$ cat config.mk
export PLATFORM = sky130hd
export DESIGN_NAME = holy_axi_arbiter_flat
export DESIGN_NICKNAME = d
export VERILOG_FILES = /design/src/rtl/holy_axi_arbiter_if.sv /design/src/rtl/holy_axi_arbiter.sv /design/src/flat_wrapper.sv
export SDC_FILE = /design/constraint.sdc
export NUM_CORES = 1
export LEC_CHECK = 0
export BUFFER_PORTS_ARGS = -buffer_cell sky130_fd_sc_hd__clkbuf_2
export CAP_MARGIN = 20
export CORE_AREA = 2 2 222 224
export CTS_BUF_LIST = sky130_fd_sc_hd__clkbuf_8
export DETAILED_ROUTE_END_ITERATION = 8
export DIE_AREA = 0 0 224 226
export PLACE_DENSITY = 0.4
export SLEW_MARGIN = 20
export SYNTH_ARGS = -nofsm -noshare
export SYNTH_HDL_FRONTEND = slang
export SYNTH_SLANG_ARGS = --single-unit
$ cat constraint.sdc
create_clock -name clk -period 1.9 [get_ports clk]
set_input_delay 0.19 -clock clk [delete_from_list [all_inputs] [get_ports clk]]
set_output_delay 0.19 -clock clk [all_outputs]
set_load 0.005 [all_outputs]
$ cat src/rtl/holy_axi_arbiter_if.sv
`default_nettype none
// ============================================================================
//  Module   : holy_axi_arbiter_if
//  Brief    : AXI4 channel bundle shared by the caches and the external port.
//  Revision : 1.0 - initial release
// ============================================================================
interface holy_axi_arbiter_if #(
    parameter int ADDR_W = 32,
    parameter int DATA_W = 32
);
    logic                  awvalid;
    logic                  awready;
    logic [ADDR_W-1:0]     awaddr;
    logic [7:0]            awlen;
    logic [2:0]            awsize;
    logic [1:0]            awburst;
    logic [3:0]            awid;

    logic                  wvalid;
    logic                  wready;
    logic [DATA_W-1:0]     wdata;
    logic [DATA_W/8-1:0]   wstrb;
    logic                  wlast;

    logic                  bvalid;
    logic                  bready;
    logic [1:0]            bresp;
    logic [3:0]            bid;

    logic                  arvalid;
    logic                  arready;
    logic [ADDR_W-1:0]     araddr;
    logic [7:0]            arlen;
    logic [2:0]            arsize;
    logic [1:0]            arburst;
    logic [3:0]            arid;

    logic                  rvalid;
    logic                  rready;
    logic [DATA_W-1:0]     rdata;
    logic [1:0]            rresp;
    logic                  rlast;
    logic [3:0]            rid;

    modport master (
        output awvalid, awaddr, awlen, awsize, awburst, awid,
        input  awready,
        output wvalid, wdata, wstrb, wlast,
        input  wready,
        input  bvalid, bresp, bid,
        output bready,
        output arvalid, araddr, arlen, arsize, arburst, arid,
        input  arready,
        input  rvalid, rdata, rresp, rlast, rid,
        output rready
    );

    modport slave (
        input  awvalid, awaddr, awlen, awsize, awburst, awid,
        output awready,
        input  wvalid, wdata, wstrb, wlast,
        output wready,
        output bvalid, bresp, bid,
        input  bready,
        input  arvalid, araddr, arlen, arsize, arburst, arid,
        output arready,
        output rvalid, rdata, rresp, rlast, rid,
        input  rready
    );
endinterface
`default_nettype wire

$ cat src/rtl/holy_axi_arbiter.sv
`default_nettype none
// ============================================================================
//  Module   : holy_axi_arbiter
//  Brief    : Round-robin I/D-cache arbiter onto one AXI port, one whole
//             transaction per grant, channels routed combinationally.
//  Revision : 1.0 - initial release
// ============================================================================
module holy_axi_arbiter #(
    parameter int ADDR_W = 32,
    parameter int DATA_W = 32
) (
    input  wire                  clk,
    input  wire                  rst_n,
    holy_axi_arbiter_if.slave    s_icache,
    holy_axi_arbiter_if.slave    s_dcache,
    holy_axi_arbiter_if.master   m_axi,
    output logic                 grant,
    output logic                 busy,
    output logic                 protocol_err
);

    typedef enum logic [2:0] {
        S_IDLE    = 3'd0,
        S_WR_ADDR = 3'd1,
        S_WR_DATA = 3'd2,
        S_WR_RESP = 3'd3,
        S_RD_ADDR = 3'd4,
        S_RD_DATA = 3'd5
    } state_t;

    state_t      r_state;
    state_t      w_state_nxt;
    logic        r_grant;
    logic        r_last_gnt;
    logic [7:0]  r_beat_cnt;
    logic        r_protocol_err;

    logic w_req_i, w_req_d, w_win, w_win_aw;
    logic w_aw, w_w, w_b, w_ar, w_r;
    logic w_sel_i, w_sel_d;
    logic w_aw_hs, w_w_hs, w_b_hs, w_ar_hs, w_r_hs;

    assign w_req_i  = s_icache.awvalid | s_icache.arvalid;
    assign w_req_d  = s_dcache.awvalid | s_dcache.arvalid;
    // On a tie the requester that did not win last time goes next.
    assign w_win    = (w_req_i & w_req_d) ? ~r_last_gnt : w_req_d;
    assign w_win_aw = w_win ? s_dcache.awvalid : s_icache.awvalid;

    assign w_aw    = (r_state == S_WR_ADDR);
    assign w_w     = (r_state == S_WR_DATA);
    assign w_b     = (r_state == S_WR_RESP);
    assign w_ar    = (r_state == S_RD_ADDR);
    assign w_r     = (r_state == S_RD_DATA);
    assign w_sel_i = ~r_grant;
    assign w_sel_d = r_grant;

    assign w_aw_hs = m_axi.awvalid & m_axi.awready;
    assign w_w_hs  = m_axi.wvalid  & m_axi.wready;
    assign w_b_hs  = m_axi.bvalid  & m_axi.bready;
    assign w_ar_hs = m_axi.arvalid & m_axi.arready;
    assign w_r_hs  = m_axi.rvalid  & m_axi.rready;

    // External port: only the granted cache, only on the channel of the state.
    assign m_axi.awvalid = w_aw & (r_grant ? s_dcache.awvalid : s_icache.awvalid);
    assign m_axi.awaddr  = w_aw ? (r_grant ? s_dcache.awaddr  : s_icache.awaddr)  : {ADDR_W{1'b0}};
    assign m_axi.awlen   = w_aw ? (r_grant ? s_dcache.awlen   : s_icache.awlen)   : 8'd0;
    assign m_axi.awsize  = w_aw ? (r_grant ? s_dcache.awsize  : s_icache.awsize)  : 3'd0;
    assign m_axi.awburst = w_aw ? (r_grant ? s_dcache.awburst : s_icache.awburst) : 2'd0;
    assign m_axi.awid    = w_aw ? (r_grant ? s_dcache.awid    : s_icache.awid)    : 4'd0;

    assign m_axi.wvalid  = w_w & (r_grant ? s_dcache.wvalid : s_icache.wvalid);
    assign m_axi.wdata   = w_w ? (r_grant ? s_dcache.wdata : s_icache.wdata) : {DATA_W{1'b0}};
    assign m_axi.wstrb   = w_w ? (r_grant ? s_dcache.wstrb : s_icache.wstrb) : {(DATA_W/8){1'b0}};
    assign m_axi.wlast   = w_w & (r_grant ? s_dcache.wlast : s_icache.wlast);

    assign m_axi.bready  = w_b & (r_grant ? s_dcache.bready : s_icache.bready);

    assign m_axi.arvalid = w_ar & (r_grant ? s_dcache.arvalid : s_icache.arvalid);
    assign m_axi.araddr  = w_ar ? (r_grant ? s_dcache.araddr  : s_icache.araddr)  : {ADDR_W{1'b0}};
    assign m_axi.arlen   = w_ar ? (r_grant ? s_dcache.arlen   : s_icache.arlen)   : 8'd0;
    assign m_axi.arsize  = w_ar ? (r_grant ? s_dcache.arsize  : s_icache.arsize)  : 3'd0;
    assign m_axi.arburst = w_ar ? (r_grant ? s_dcache.arburst : s_icache.arburst) : 2'd0;
    assign m_axi.arid    = w_ar ? (r_grant ? s_dcache.arid    : s_icache.arid)    : 4'd0;

    assign m_axi.rready  = w_r & (r_grant ? s_dcache.rready : s_icache.rready);

    assign s_icache.awready = w_aw & w_sel_i & m_axi.awready;
    assign s_icache.wready  = w_w  & w_sel_i & m_axi.wready;
    assign s_icache.bvalid  = w_b  & w_sel_i & m_axi.bvalid;
    assign s_icache.bresp   = (w_b & w_sel_i) ? m_axi.bresp : 2'd0;
    assign s_icache.bid     = (w_b & w_sel_i) ? m_axi.bid   : 4'd0;
    assign s_icache.arready = w_ar & w_sel_i & m_axi.arready;
    assign s_icache.rvalid  = w_r  & w_sel_i & m_axi.rvalid;
    assign s_icache.rdata   = (w_r & w_sel_i) ? m_axi.rdata : {DATA_W{1'b0}};
    assign s_icache.rresp   = (w_r & w_sel_i) ? m_axi.rresp : 2'd0;
    assign s_icache.rlast   = w_r  & w_sel_i & m_axi.rlast;
    assign s_icache.rid     = (w_r & w_sel_i) ? m_axi.rid   : 4'd0;

    assign s_dcache.awready = w_aw & w_sel_d & m_axi.awready;
    assign s_dcache.wready  = w_w  & w_sel_d & m_axi.wready;
    assign s_dcache.bvalid  = w_b  & w_sel_d & m_axi.bvalid;
    assign s_dcache.bresp   = (w_b & w_sel_d) ? m_axi.bresp : 2'd0;
    assign s_dcache.bid     = (w_b & w_sel_d) ? m_axi.bid   : 4'd0;
    assign s_dcache.arready = w_ar & w_sel_d & m_axi.arready;
    assign s_dcache.rvalid  = w_r  & w_sel_d & m_axi.rvalid;
    assign s_dcache.rdata   = (w_r & w_sel_d) ? m_axi.rdata : {DATA_W{1'b0}};
    assign s_dcache.rresp   = (w_r & w_sel_d) ? m_axi.rresp : 2'd0;
    assign s_dcache.rlast   = w_r  & w_sel_d & m_axi.rlast;
    assign s_dcache.rid     = (w_r & w_sel_d) ? m_axi.rid   : 4'd0;

    always_comb begin
        w_state_nxt = r_state;
        case (r_state)
            S_IDLE: begin
                if (w_req_i | w_req_d) begin
                    w_state_nxt = w_win_aw ? S_WR_ADDR : S_RD_ADDR;
                end
            end
            S_WR_ADDR: if (w_aw_hs)                 w_state_nxt = S_WR_DATA;
            S_WR_DATA: if (w_w_hs & m_axi.wlast)    w_state_nxt = S_WR_RESP;
            S_WR_RESP: if (w_b_hs)                  w_state_nxt = S_IDLE;
            S_RD_ADDR: if (w_ar_hs)                 w_state_nxt = S_RD_DATA;
            S_RD_DATA: if (w_r_hs & m_axi.rlast)    w_state_nxt = S_IDLE;
            default:                                w_state_nxt = S_IDLE;
        endcase
    end

    always_ff @(posedge clk or negedge rst_n) begin
        if (!rst_n) begin
            r_state        <= S_IDLE;
            r_grant        <= 1'b0;
            r_last_gnt     <= 1'b1;
            r_beat_cnt     <= 8'd0;
            r_protocol_err <= 1'b0;
        end else begin
            r_state <= w_state_nxt;
            if ((r_state == S_IDLE) && (w_req_i | w_req_d)) begin
                r_grant    <= w_win;
                r_last_gnt <= w_win;
            end
            if (w_aw_hs) begin
                r_beat_cnt <= m_axi.awlen;
            end else if (w_w_hs && (r_beat_cnt != 8'd0)) begin
                r_beat_cnt <= r_beat_cnt - 8'd1;
            end
            // wlast must coincide exactly with the beat counter reaching zero.
            if (w_w_hs && (m_axi.wlast != (r_beat_cnt == 8'd0))) begin
                r_protocol_err <= 1'b1;
            end
        end
    end

    assign grant        = r_grant;
    assign busy         = (r_state != S_IDLE);
    assign protocol_err = r_protocol_err;

endmodule
`default_nettype wire

$ cat src/flat_wrapper.sv
// flat-port wrapper written by rule: the top's interface ports become plain ports
module holy_axi_arbiter_flat 
#(
    parameter int ADDR_W = 32,
    parameter int DATA_W = 32
)
  (clk, rst_n, grant, busy, protocol_err, s_icache_awvalid, s_icache_awaddr, s_icache_awlen, s_icache_awsize, s_icache_awburst, s_icache_awid, s_icache_awready, s_icache_wvalid, s_icache_wdata, s_icache_wstrb, s_icache_wlast, s_icache_wready, s_icache_bvalid, s_icache_bresp, s_icache_bid, s_icache_bready, s_icache_arvalid, s_icache_araddr, s_icache_arlen, s_icache_arsize, s_icache_arburst, s_icache_arid, s_icache_arready, s_icache_rvalid, s_icache_rdata, s_icache_rresp, s_icache_rlast, s_icache_rid, s_icache_rready, s_dcache_awvalid, s_dcache_awaddr, s_dcache_awlen, s_dcache_awsize, s_dcache_awburst, s_dcache_awid, s_dcache_awready, s_dcache_wvalid, s_dcache_wdata, s_dcache_wstrb, s_dcache_wlast, s_dcache_wready, s_dcache_bvalid, s_dcache_bresp, s_dcache_bid, s_dcache_bready, s_dcache_arvalid, s_dcache_araddr, s_dcache_arlen, s_dcache_arsize, s_dcache_arburst, s_dcache_arid, s_dcache_arready, s_dcache_rvalid, s_dcache_rdata, s_dcache_rresp, s_dcache_rlast, s_dcache_rid, s_dcache_rready, m_axi_awvalid, m_axi_awaddr, m_axi_awlen, m_axi_awsize, m_axi_awburst, m_axi_awid, m_axi_awready, m_axi_wvalid, m_axi_wdata, m_axi_wstrb, m_axi_wlast, m_axi_wready, m_axi_bvalid, m_axi_bresp, m_axi_bid, m_axi_bready, m_axi_arvalid, m_axi_araddr, m_axi_arlen, m_axi_arsize, m_axi_arburst, m_axi_arid, m_axi_arready, m_axi_rvalid, m_axi_rdata, m_axi_rresp, m_axi_rlast, m_axi_rid, m_axi_rready);
  holy_axi_arbiter_if #(.ADDR_W(ADDR_W), .DATA_W(DATA_W)) s_icache_i ();
  holy_axi_arbiter_if #(.ADDR_W(ADDR_W), .DATA_W(DATA_W)) s_dcache_i ();
  holy_axi_arbiter_if #(.ADDR_W(ADDR_W), .DATA_W(DATA_W)) m_axi_i ();
  input  wire clk;
  input  wire rst_n;
  output logic grant;
  output logic busy;
  output logic protocol_err;
  input wire logic [$bits(s_icache_i.awvalid)-1:0] s_icache_awvalid;
  input wire logic [$bits(s_icache_i.awaddr)-1:0] s_icache_awaddr;
  input wire logic [$bits(s_icache_i.awlen)-1:0] s_icache_awlen;
  input wire logic [$bits(s_icache_i.awsize)-1:0] s_icache_awsize;
  input wire logic [$bits(s_icache_i.awburst)-1:0] s_icache_awburst;
  input wire logic [$bits(s_icache_i.awid)-1:0] s_icache_awid;
  output wire logic [$bits(s_icache_i.awready)-1:0] s_icache_awready;
  input wire logic [$bits(s_icache_i.wvalid)-1:0] s_icache_wvalid;
  input wire logic [$bits(s_icache_i.wdata)-1:0] s_icache_wdata;
  input wire logic [$bits(s_icache_i.wstrb)-1:0] s_icache_wstrb;
  input wire logic [$bits(s_icache_i.wlast)-1:0] s_icache_wlast;
  output wire logic [$bits(s_icache_i.wready)-1:0] s_icache_wready;
  output wire logic [$bits(s_icache_i.bvalid)-1:0] s_icache_bvalid;
  output wire logic [$bits(s_icache_i.bresp)-1:0] s_icache_bresp;
  output wire logic [$bits(s_icache_i.bid)-1:0] s_icache_bid;
  input wire logic [$bits(s_icache_i.bready)-1:0] s_icache_bready;
  input wire logic [$bits(s_icache_i.arvalid)-1:0] s_icache_arvalid;
  input wire logic [$bits(s_icache_i.araddr)-1:0] s_icache_araddr;
  input wire logic [$bits(s_icache_i.arlen)-1:0] s_icache_arlen;
  input wire logic [$bits(s_icache_i.arsize)-1:0] s_icache_arsize;
  input wire logic [$bits(s_icache_i.arburst)-1:0] s_icache_arburst;
  input wire logic [$bits(s_icache_i.arid)-1:0] s_icache_arid;
  output wire logic [$bits(s_icache_i.arready)-1:0] s_icache_arready;
  output wire logic [$bits(s_icache_i.rvalid)-1:0] s_icache_rvalid;
  output wire logic [$bits(s_icache_i.rdata)-1:0] s_icache_rdata;
  output wire logic [$bits(s_icache_i.rresp)-1:0] s_icache_rresp;
  output wire logic [$bits(s_icache_i.rlast)-1:0] s_icache_rlast;
  output wire logic [$bits(s_icache_i.rid)-1:0] s_icache_rid;
  input wire logic [$bits(s_icache_i.rready)-1:0] s_icache_rready;
  input wire logic [$bits(s_dcache_i.awvalid)-1:0] s_dcache_awvalid;
  input wire logic [$bits(s_dcache_i.awaddr)-1:0] s_dcache_awaddr;
  input wire logic [$bits(s_dcache_i.awlen)-1:0] s_dcache_awlen;
  input wire logic [$bits(s_dcache_i.awsize)-1:0] s_dcache_awsize;
  input wire logic [$bits(s_dcache_i.awburst)-1:0] s_dcache_awburst;
  input wire logic [$bits(s_dcache_i.awid)-1:0] s_dcache_awid;
  output wire logic [$bits(s_dcache_i.awready)-1:0] s_dcache_awready;
  input wire logic [$bits(s_dcache_i.wvalid)-1:0] s_dcache_wvalid;
  input wire logic [$bits(s_dcache_i.wdata)-1:0] s_dcache_wdata;
  input wire logic [$bits(s_dcache_i.wstrb)-1:0] s_dcache_wstrb;
  input wire logic [$bits(s_dcache_i.wlast)-1:0] s_dcache_wlast;
  output wire logic [$bits(s_dcache_i.wready)-1:0] s_dcache_wready;
  output wire logic [$bits(s_dcache_i.bvalid)-1:0] s_dcache_bvalid;
  output wire logic [$bits(s_dcache_i.bresp)-1:0] s_dcache_bresp;
  output wire logic [$bits(s_dcache_i.bid)-1:0] s_dcache_bid;
  input wire logic [$bits(s_dcache_i.bready)-1:0] s_dcache_bready;
  input wire logic [$bits(s_dcache_i.arvalid)-1:0] s_dcache_arvalid;
  input wire logic [$bits(s_dcache_i.araddr)-1:0] s_dcache_araddr;
  input wire logic [$bits(s_dcache_i.arlen)-1:0] s_dcache_arlen;
  input wire logic [$bits(s_dcache_i.arsize)-1:0] s_dcache_arsize;
  input wire logic [$bits(s_dcache_i.arburst)-1:0] s_dcache_arburst;
  input wire logic [$bits(s_dcache_i.arid)-1:0] s_dcache_arid;
  output wire logic [$bits(s_dcache_i.arready)-1:0] s_dcache_arready;
  output wire logic [$bits(s_dcache_i.rvalid)-1:0] s_dcache_rvalid;
  output wire logic [$bits(s_dcache_i.rdata)-1:0] s_dcache_rdata;
  output wire logic [$bits(s_dcache_i.rresp)-1:0] s_dcache_rresp;
  output wire logic [$bits(s_dcache_i.rlast)-1:0] s_dcache_rlast;
  output wire logic [$bits(s_dcache_i.rid)-1:0] s_dcache_rid;
  input wire logic [$bits(s_dcache_i.rready)-1:0] s_dcache_rready;
  output wire logic [$bits(m_axi_i.awvalid)-1:0] m_axi_awvalid;
  output wire logic [$bits(m_axi_i.awaddr)-1:0] m_axi_awaddr;
  output wire logic [$bits(m_axi_i.awlen)-1:0] m_axi_awlen;
  output wire logic [$bits(m_axi_i.awsize)-1:0] m_axi_awsize;
  output wire logic [$bits(m_axi_i.awburst)-1:0] m_axi_awburst;
  output wire logic [$bits(m_axi_i.awid)-1:0] m_axi_awid;
  input wire logic [$bits(m_axi_i.awready)-1:0] m_axi_awready;
  output wire logic [$bits(m_axi_i.wvalid)-1:0] m_axi_wvalid;
  output wire logic [$bits(m_axi_i.wdata)-1:0] m_axi_wdata;
  output wire logic [$bits(m_axi_i.wstrb)-1:0] m_axi_wstrb;
  output wire logic [$bits(m_axi_i.wlast)-1:0] m_axi_wlast;
  input wire logic [$bits(m_axi_i.wready)-1:0] m_axi_wready;
  input wire logic [$bits(m_axi_i.bvalid)-1:0] m_axi_bvalid;
  input wire logic [$bits(m_axi_i.bresp)-1:0] m_axi_bresp;
  input wire logic [$bits(m_axi_i.bid)-1:0] m_axi_bid;
  output wire logic [$bits(m_axi_i.bready)-1:0] m_axi_bready;
  output wire logic [$bits(m_axi_i.arvalid)-1:0] m_axi_arvalid;
  output wire logic [$bits(m_axi_i.araddr)-1:0] m_axi_araddr;
  output wire logic [$bits(m_axi_i.arlen)-1:0] m_axi_arlen;
  output wire logic [$bits(m_axi_i.arsize)-1:0] m_axi_arsize;
  output wire logic [$bits(m_axi_i.arburst)-1:0] m_axi_arburst;
  output wire logic [$bits(m_axi_i.arid)-1:0] m_axi_arid;
  input wire logic [$bits(m_axi_i.arready)-1:0] m_axi_arready;
  input wire logic [$bits(m_axi_i.rvalid)-1:0] m_axi_rvalid;
  input wire logic [$bits(m_axi_i.rdata)-1:0] m_axi_rdata;
  input wire logic [$bits(m_axi_i.rresp)-1:0] m_axi_rresp;
  input wire logic [$bits(m_axi_i.rlast)-1:0] m_axi_rlast;
  input wire logic [$bits(m_axi_i.rid)-1:0] m_axi_rid;
  output wire logic [$bits(m_axi_i.rready)-1:0] m_axi_rready;
  assign s_icache_i.awvalid = s_icache_awvalid;
  assign s_icache_i.awaddr = s_icache_awaddr;
  assign s_icache_i.awlen = s_icache_awlen;
  assign s_icache_i.awsize = s_icache_awsize;
  assign s_icache_i.awburst = s_icache_awburst;
  assign s_icache_i.awid = s_icache_awid;
  assign s_icache_awready = s_icache_i.awready;
  assign s_icache_i.wvalid = s_icache_wvalid;
  assign s_icache_i.wdata = s_icache_wdata;
  assign s_icache_i.wstrb = s_icache_wstrb;
  assign s_icache_i.wlast = s_icache_wlast;
  assign s_icache_wready = s_icache_i.wready;
  assign s_icache_bvalid = s_icache_i.bvalid;
  assign s_icache_bresp = s_icache_i.bresp;
  assign s_icache_bid = s_icache_i.bid;
  assign s_icache_i.bready = s_icache_bready;
  assign s_icache_i.arvalid = s_icache_arvalid;
  assign s_icache_i.araddr = s_icache_araddr;
  assign s_icache_i.arlen = s_icache_arlen;
  assign s_icache_i.arsize = s_icache_arsize;
  assign s_icache_i.arburst = s_icache_arburst;
  assign s_icache_i.arid = s_icache_arid;
  assign s_icache_arready = s_icache_i.arready;
  assign s_icache_rvalid = s_icache_i.rvalid;
  assign s_icache_rdata = s_icache_i.rdata;
  assign s_icache_rresp = s_icache_i.rresp;
  assign s_icache_rlast = s_icache_i.rlast;
  assign s_icache_rid = s_icache_i.rid;
  assign s_icache_i.rready = s_icache_rready;
  assign s_dcache_i.awvalid = s_dcache_awvalid;
  assign s_dcache_i.awaddr = s_dcache_awaddr;
  assign s_dcache_i.awlen = s_dcache_awlen;
  assign s_dcache_i.awsize = s_dcache_awsize;
  assign s_dcache_i.awburst = s_dcache_awburst;
  assign s_dcache_i.awid = s_dcache_awid;
  assign s_dcache_awready = s_dcache_i.awready;
  assign s_dcache_i.wvalid = s_dcache_wvalid;
  assign s_dcache_i.wdata = s_dcache_wdata;
  assign s_dcache_i.wstrb = s_dcache_wstrb;
  assign s_dcache_i.wlast = s_dcache_wlast;
  assign s_dcache_wready = s_dcache_i.wready;
  assign s_dcache_bvalid = s_dcache_i.bvalid;
  assign s_dcache_bresp = s_dcache_i.bresp;
  assign s_dcache_bid = s_dcache_i.bid;
  assign s_dcache_i.bready = s_dcache_bready;
  assign s_dcache_i.arvalid = s_dcache_arvalid;
  assign s_dcache_i.araddr = s_dcache_araddr;
  assign s_dcache_i.arlen = s_dcache_arlen;
  assign s_dcache_i.arsize = s_dcache_arsize;
  assign s_dcache_i.arburst = s_dcache_arburst;
  assign s_dcache_i.arid = s_dcache_arid;
  assign s_dcache_arready = s_dcache_i.arready;
  assign s_dcache_rvalid = s_dcache_i.rvalid;
  assign s_dcache_rdata = s_dcache_i.rdata;
  assign s_dcache_rresp = s_dcache_i.rresp;
  assign s_dcache_rlast = s_dcache_i.rlast;
  assign s_dcache_rid = s_dcache_i.rid;
  assign s_dcache_i.rready = s_dcache_rready;
  assign m_axi_awvalid = m_axi_i.awvalid;
  assign m_axi_awaddr = m_axi_i.awaddr;
  assign m_axi_awlen = m_axi_i.awlen;
  assign m_axi_awsize = m_axi_i.awsize;
  assign m_axi_awburst = m_axi_i.awburst;
  assign m_axi_awid = m_axi_i.awid;
  assign m_axi_i.awready = m_axi_awready;
  assign m_axi_wvalid = m_axi_i.wvalid;
  assign m_axi_wdata = m_axi_i.wdata;
  assign m_axi_wstrb = m_axi_i.wstrb;
  assign m_axi_wlast = m_axi_i.wlast;
  assign m_axi_i.wready = m_axi_wready;
  assign m_axi_i.bvalid = m_axi_bvalid;
  assign m_axi_i.bresp = m_axi_bresp;
  assign m_axi_i.bid = m_axi_bid;
  assign m_axi_bready = m_axi_i.bready;
  assign m_axi_arvalid = m_axi_i.arvalid;
  assign m_axi_araddr = m_axi_i.araddr;
  assign m_axi_arlen = m_axi_i.arlen;
  assign m_axi_arsize = m_axi_i.arsize;
  assign m_axi_arburst = m_axi_i.arburst;
  assign m_axi_arid = m_axi_i.arid;
  assign m_axi_i.arready = m_axi_arready;
  assign m_axi_i.rvalid = m_axi_rvalid;
  assign m_axi_i.rdata = m_axi_rdata;
  assign m_axi_i.rresp = m_axi_rresp;
  assign m_axi_i.rlast = m_axi_rlast;
  assign m_axi_i.rid = m_axi_rid;
  assign m_axi_rready = m_axi_i.rready;
  holy_axi_arbiter #(.ADDR_W(ADDR_W), .DATA_W(DATA_W)) u_core (.clk(clk), .rst_n(rst_n), .s_icache(s_icache_i), .s_dcache(s_dcache_i), .m_axi(m_axi_i), .grant(grant), .busy(busy), .protocol_err(protocol_err));
endmodule
==> results.tsv <==
stage	metric	value	unit
floorplan	die_h	226	µm
placed_design	io_buffers	574	
min_path	min_path_type	primary input to flip-flop	
routing	via_per_inst	3.51	
final_layout	final_core_util	16.7	%
floorplan	design.die.area	50600	µm²
clock_tree	htreeDepth	1	
routing	routed_wl	26600	µm
floorplan	fp-row-count	81	
power	p_leak	4.72	nW
logic_synthesis	ys_types	44	
logic_synthesis	syn_area	3680	µm²
timing	relSlewSlack	70.8	%
worst_setup_path	end_kind	output port	
min_path	min-delay-start	s_icache_arvalid	
timing	hold_viol_final	0	
grt	grt_max_degree	50	
worst_setup_path	startpoint	u_core.grant$_DFFE_PN0P_	
placed_design	place_congestion	0.784	
timing	setup_viol	0	
timing	slew_violations	0	
floorplan	pin_count	575	
worst_setup_path	crit_fanout	20	
grt	globalRouteOverflowTotal	0	
logic_synthesis	synthCells	535	
worst_setup_path	cp_common_cell	buf_12	
timing	layout_min_cycle_time	1.86	ns
floorplan	fp.dieW	224	µm
final_layout	drive_gt1_share	60.2	%
logic_synthesis	synth_top_area_share	38.3	%
routing	drcViolationCount	0	
final_layout	multi_input_area	3260	µm²
grt	grt_pass1_wl	34500	µm
clock_tree	numCtsBuffers	3	
routing	drt.antenna.violating_nets	0	
floorplan	initial_core_util	7.61	%
grt	grt_pass1_vias	5840	
routing	dr.pass1.iters	4	
power	p_per_area	1000	nW/µm²
clock_tree	cts_tree	yes	
clock_tree	clk_latency	0.25	ns
logic_synthesis	synth_area_leaders	mux2i_1, nor2_1, and2_1	
power	finalPower	8.08	mW
logic_synthesis	synth_seq_cells	14	
worst_setup_path	arrival	1.67	ns
power	ir_worst_vdd	0.393	mV
timing	worst_slew_pin_slew	0.435	ns
worst_setup_path	critPathBufInv	5	
floorplan	coreArea	48300	µm²
clock_tree	cts.clk_slew.worst_paths	0.07	ns
final_layout	nNetsFinal	1458	
clock_tree	root_buffer	clkbuf_8	
routing	vias	6121	
worst_setup_path	path_cells	buf_12, inv_4, nor2_4, buf_4, buf_12, and2_1, clkbuf_2	
worst_setup_path	crit_path_max_incr_delay	0.57	ns
worst_setup_path	cp.required	1.71	ns
worst_setup_path	crit_type	flip-flop to output port	
final_layout	syn2layout_area_growth	119	%
worst_setup_path	cpLargestDelayFamily	buffers and inverters	
run_status	status	completed	
timing	fin_worst_skew	0.00381	ns
worst_setup_path	cp_slowest_cell	dfrtp_4	
timing	post-route-period-util	97.8	%
timing	rsz0062_at_grt	yes	
grt	grt_use_total	9.02	%
logic_synthesis	syn-num-nets	869	
routing	wl_per_cell	15.3	µm
clock_tree	clock_sinks	14	
logic_synthesis	ys_seq_area_share	9.55	%
worst_setup_path	cp-start-kind	flip-flop	
clock_tree	clock_path_buffers	2	
final_layout	nFillCells	5555	
grt	antenna_found_initial	5	
worst_setup_path	r2r-start	u_core.grant$_DFFE_PN0P_	
logic_synthesis	yosys.area.top_type	mux2i_1	
placed_design	detailed_place_hpwl	22600	µm
logic_synthesis	synth_warnings	0	
final_layout	seqCellArea	357	µm²
job	drv_cap	0	
timing	fmax	538	MHz
routing	drt_iter0_markers	234	
logic_synthesis	syn_area_per_cell	6.88	µm²
==> cells in the mapped netlist (all sizes together) <==
library cell    n
a211o           1
a21o            2
a21oi           5
a221o           3
a2bb2oi         1
a31o            1
a31oi           2
and2           94
and3            3
buf            22
clkbuf         21
clkinv          1
dfrtp          13
dfstp           1
ha              2
inv             8
mux2i         141
nand2          10
nand2b          3
nand3           3
nand3b          2
nand4bb         1
nor2          163
nor2b           2
nor3            1
nor3b           4
nor4            2
nor4b           1
o211ai          3
o21a            1
o21ai           7
o221ai          1
o311ai          3
or3             2
or3b            1
or4             2
xnor2           1
xor2            1
==> power by group <==
part	internal, mW	total [mW]	switching [mW]
Sequential	0.454	0.650	0.196
Clock	0.184	0.308	0.124
Combinational	3.51	7.12	3.61
==> flip-flops by register name, summed over array words and instances (netlist names) <==
signal,cells
u_core.r_beat_cnt,8
u_core.grant,1
u_core.protocol_err,1
u_core.r_state,3
u_core.r_last_gnt,1
==> cell type report <==
| cell class | instances | area share, % |
|---|---|---|
| antenna | 1 | 0.0310 |
| clock buffer | 4 | 0.682 |
| inverter | 9 | 0.450 |
| multi-input combinational | 469 | 40.4 |
| sequential | 14 | 4.42 |
| tap | 622 | 9.65 |
| timing repair buffer | 627 | 44.4 |
==> per-layer routing <==
metal	share of wire, %	up-vias	GRT usage, %
met3	7.3	26	1.38
li1	-	2977	-
met2	51	365	16.7
met5	0.049	-	0
met4	2.2	2	2.56
met1	39	2751	10.7
==> tightest hold or removal path, cell delays in order <==
cell	delay [ns]
clkbuf_2	0.12
nor2_1	0.06
nor2_1	0.11
a21oi_1	0.08
==> kinds of logic (layout without fill, tap and decap cells) <==
family                     Yosys count  in the layout  share of synthesized area, %
buffers and inverters               52            640                          5.98
muxes                              141            141                          38.3
adders and majority gates            2              2                         0.680
other                                0              1                             0
xor gates and xnor gates             2              2                         0.476
AOI/OAI and AO/OA                   30             30                          5.78
DFF                                 14             14                          9.55
and+or+nand+nor                    294            294                          39.2
==> final timing paths <==
check / slack, ns / endpoint / depth (start not counted)
worst min-delay path: 0.32 / u_core.r_last_gnt$_DFFE_PN1P_ / 4
min in group asynchronous: 0.41 / u_core.protocol_err$_DFFE_PN0P_ / 2
worst max-delay path: 0.04 / s_dcache_rdata[10] / 7
max in group asynchronous: 1.16 / u_core.grant$_DFFE_PN0P_ / 2
worst max register to register: 0.09 / u_core.r_state[1]$_DFFE_PN0P_ / 7
worst min register to register: 0.47 / u_core.protocol_err$_DFFE_PN0P_ / 1
==> repair_timing <==
action	in CTS	in global routing
hold buffers	1	0
gates resized for setup	14	55
buffers inserted	5	11
endpoints found under the hold margin	13	0
pin swaps	2	16
endpoints found under the setup margin	122	153
gates cloned	1	4
==> stage by stage <==
| stage | worst slack [ns] | TNS (ns) | instances | hold slack, ns | instance area [µm²] |
|---|---|---|---|---|---|
| 2_1_floorplan | 0.203 | 0 | 535 | -0.106 | 3680 |
| 3_3_place_gp | 0.109 | 0 | 1720 | 0.146 | 7500 |
| 3_5_place_dp | 0.126 | 0 | 1720 | 0.139 | 7500 |
| 4_1_cts | -0.00216 | -0.00347 | 1731 | 0.302 | 7700 |
| 5_1_grt | -0.0571 | -1.18 | 1746 | 0.352 | 8070 |
| 6_report | 0.0413 | 0 | 1746 | 0.318 | 8070 |
==> placed cells by master (no fill, tap or decap), drive strengths merged, types with 3 or more instances in the layout <==
master and instances:
clkbuf 569, a221o 3, o211ai 3, o311ai 3, and2 94, inv 9, mux2i 141, buf 61
nand2 10, nor3b 4, o21ai 7, nand3 3, a21oi 5, and3 3, nand2b 3, nor2 163
dfrtp 13
(Power assumes the default switching activity.)
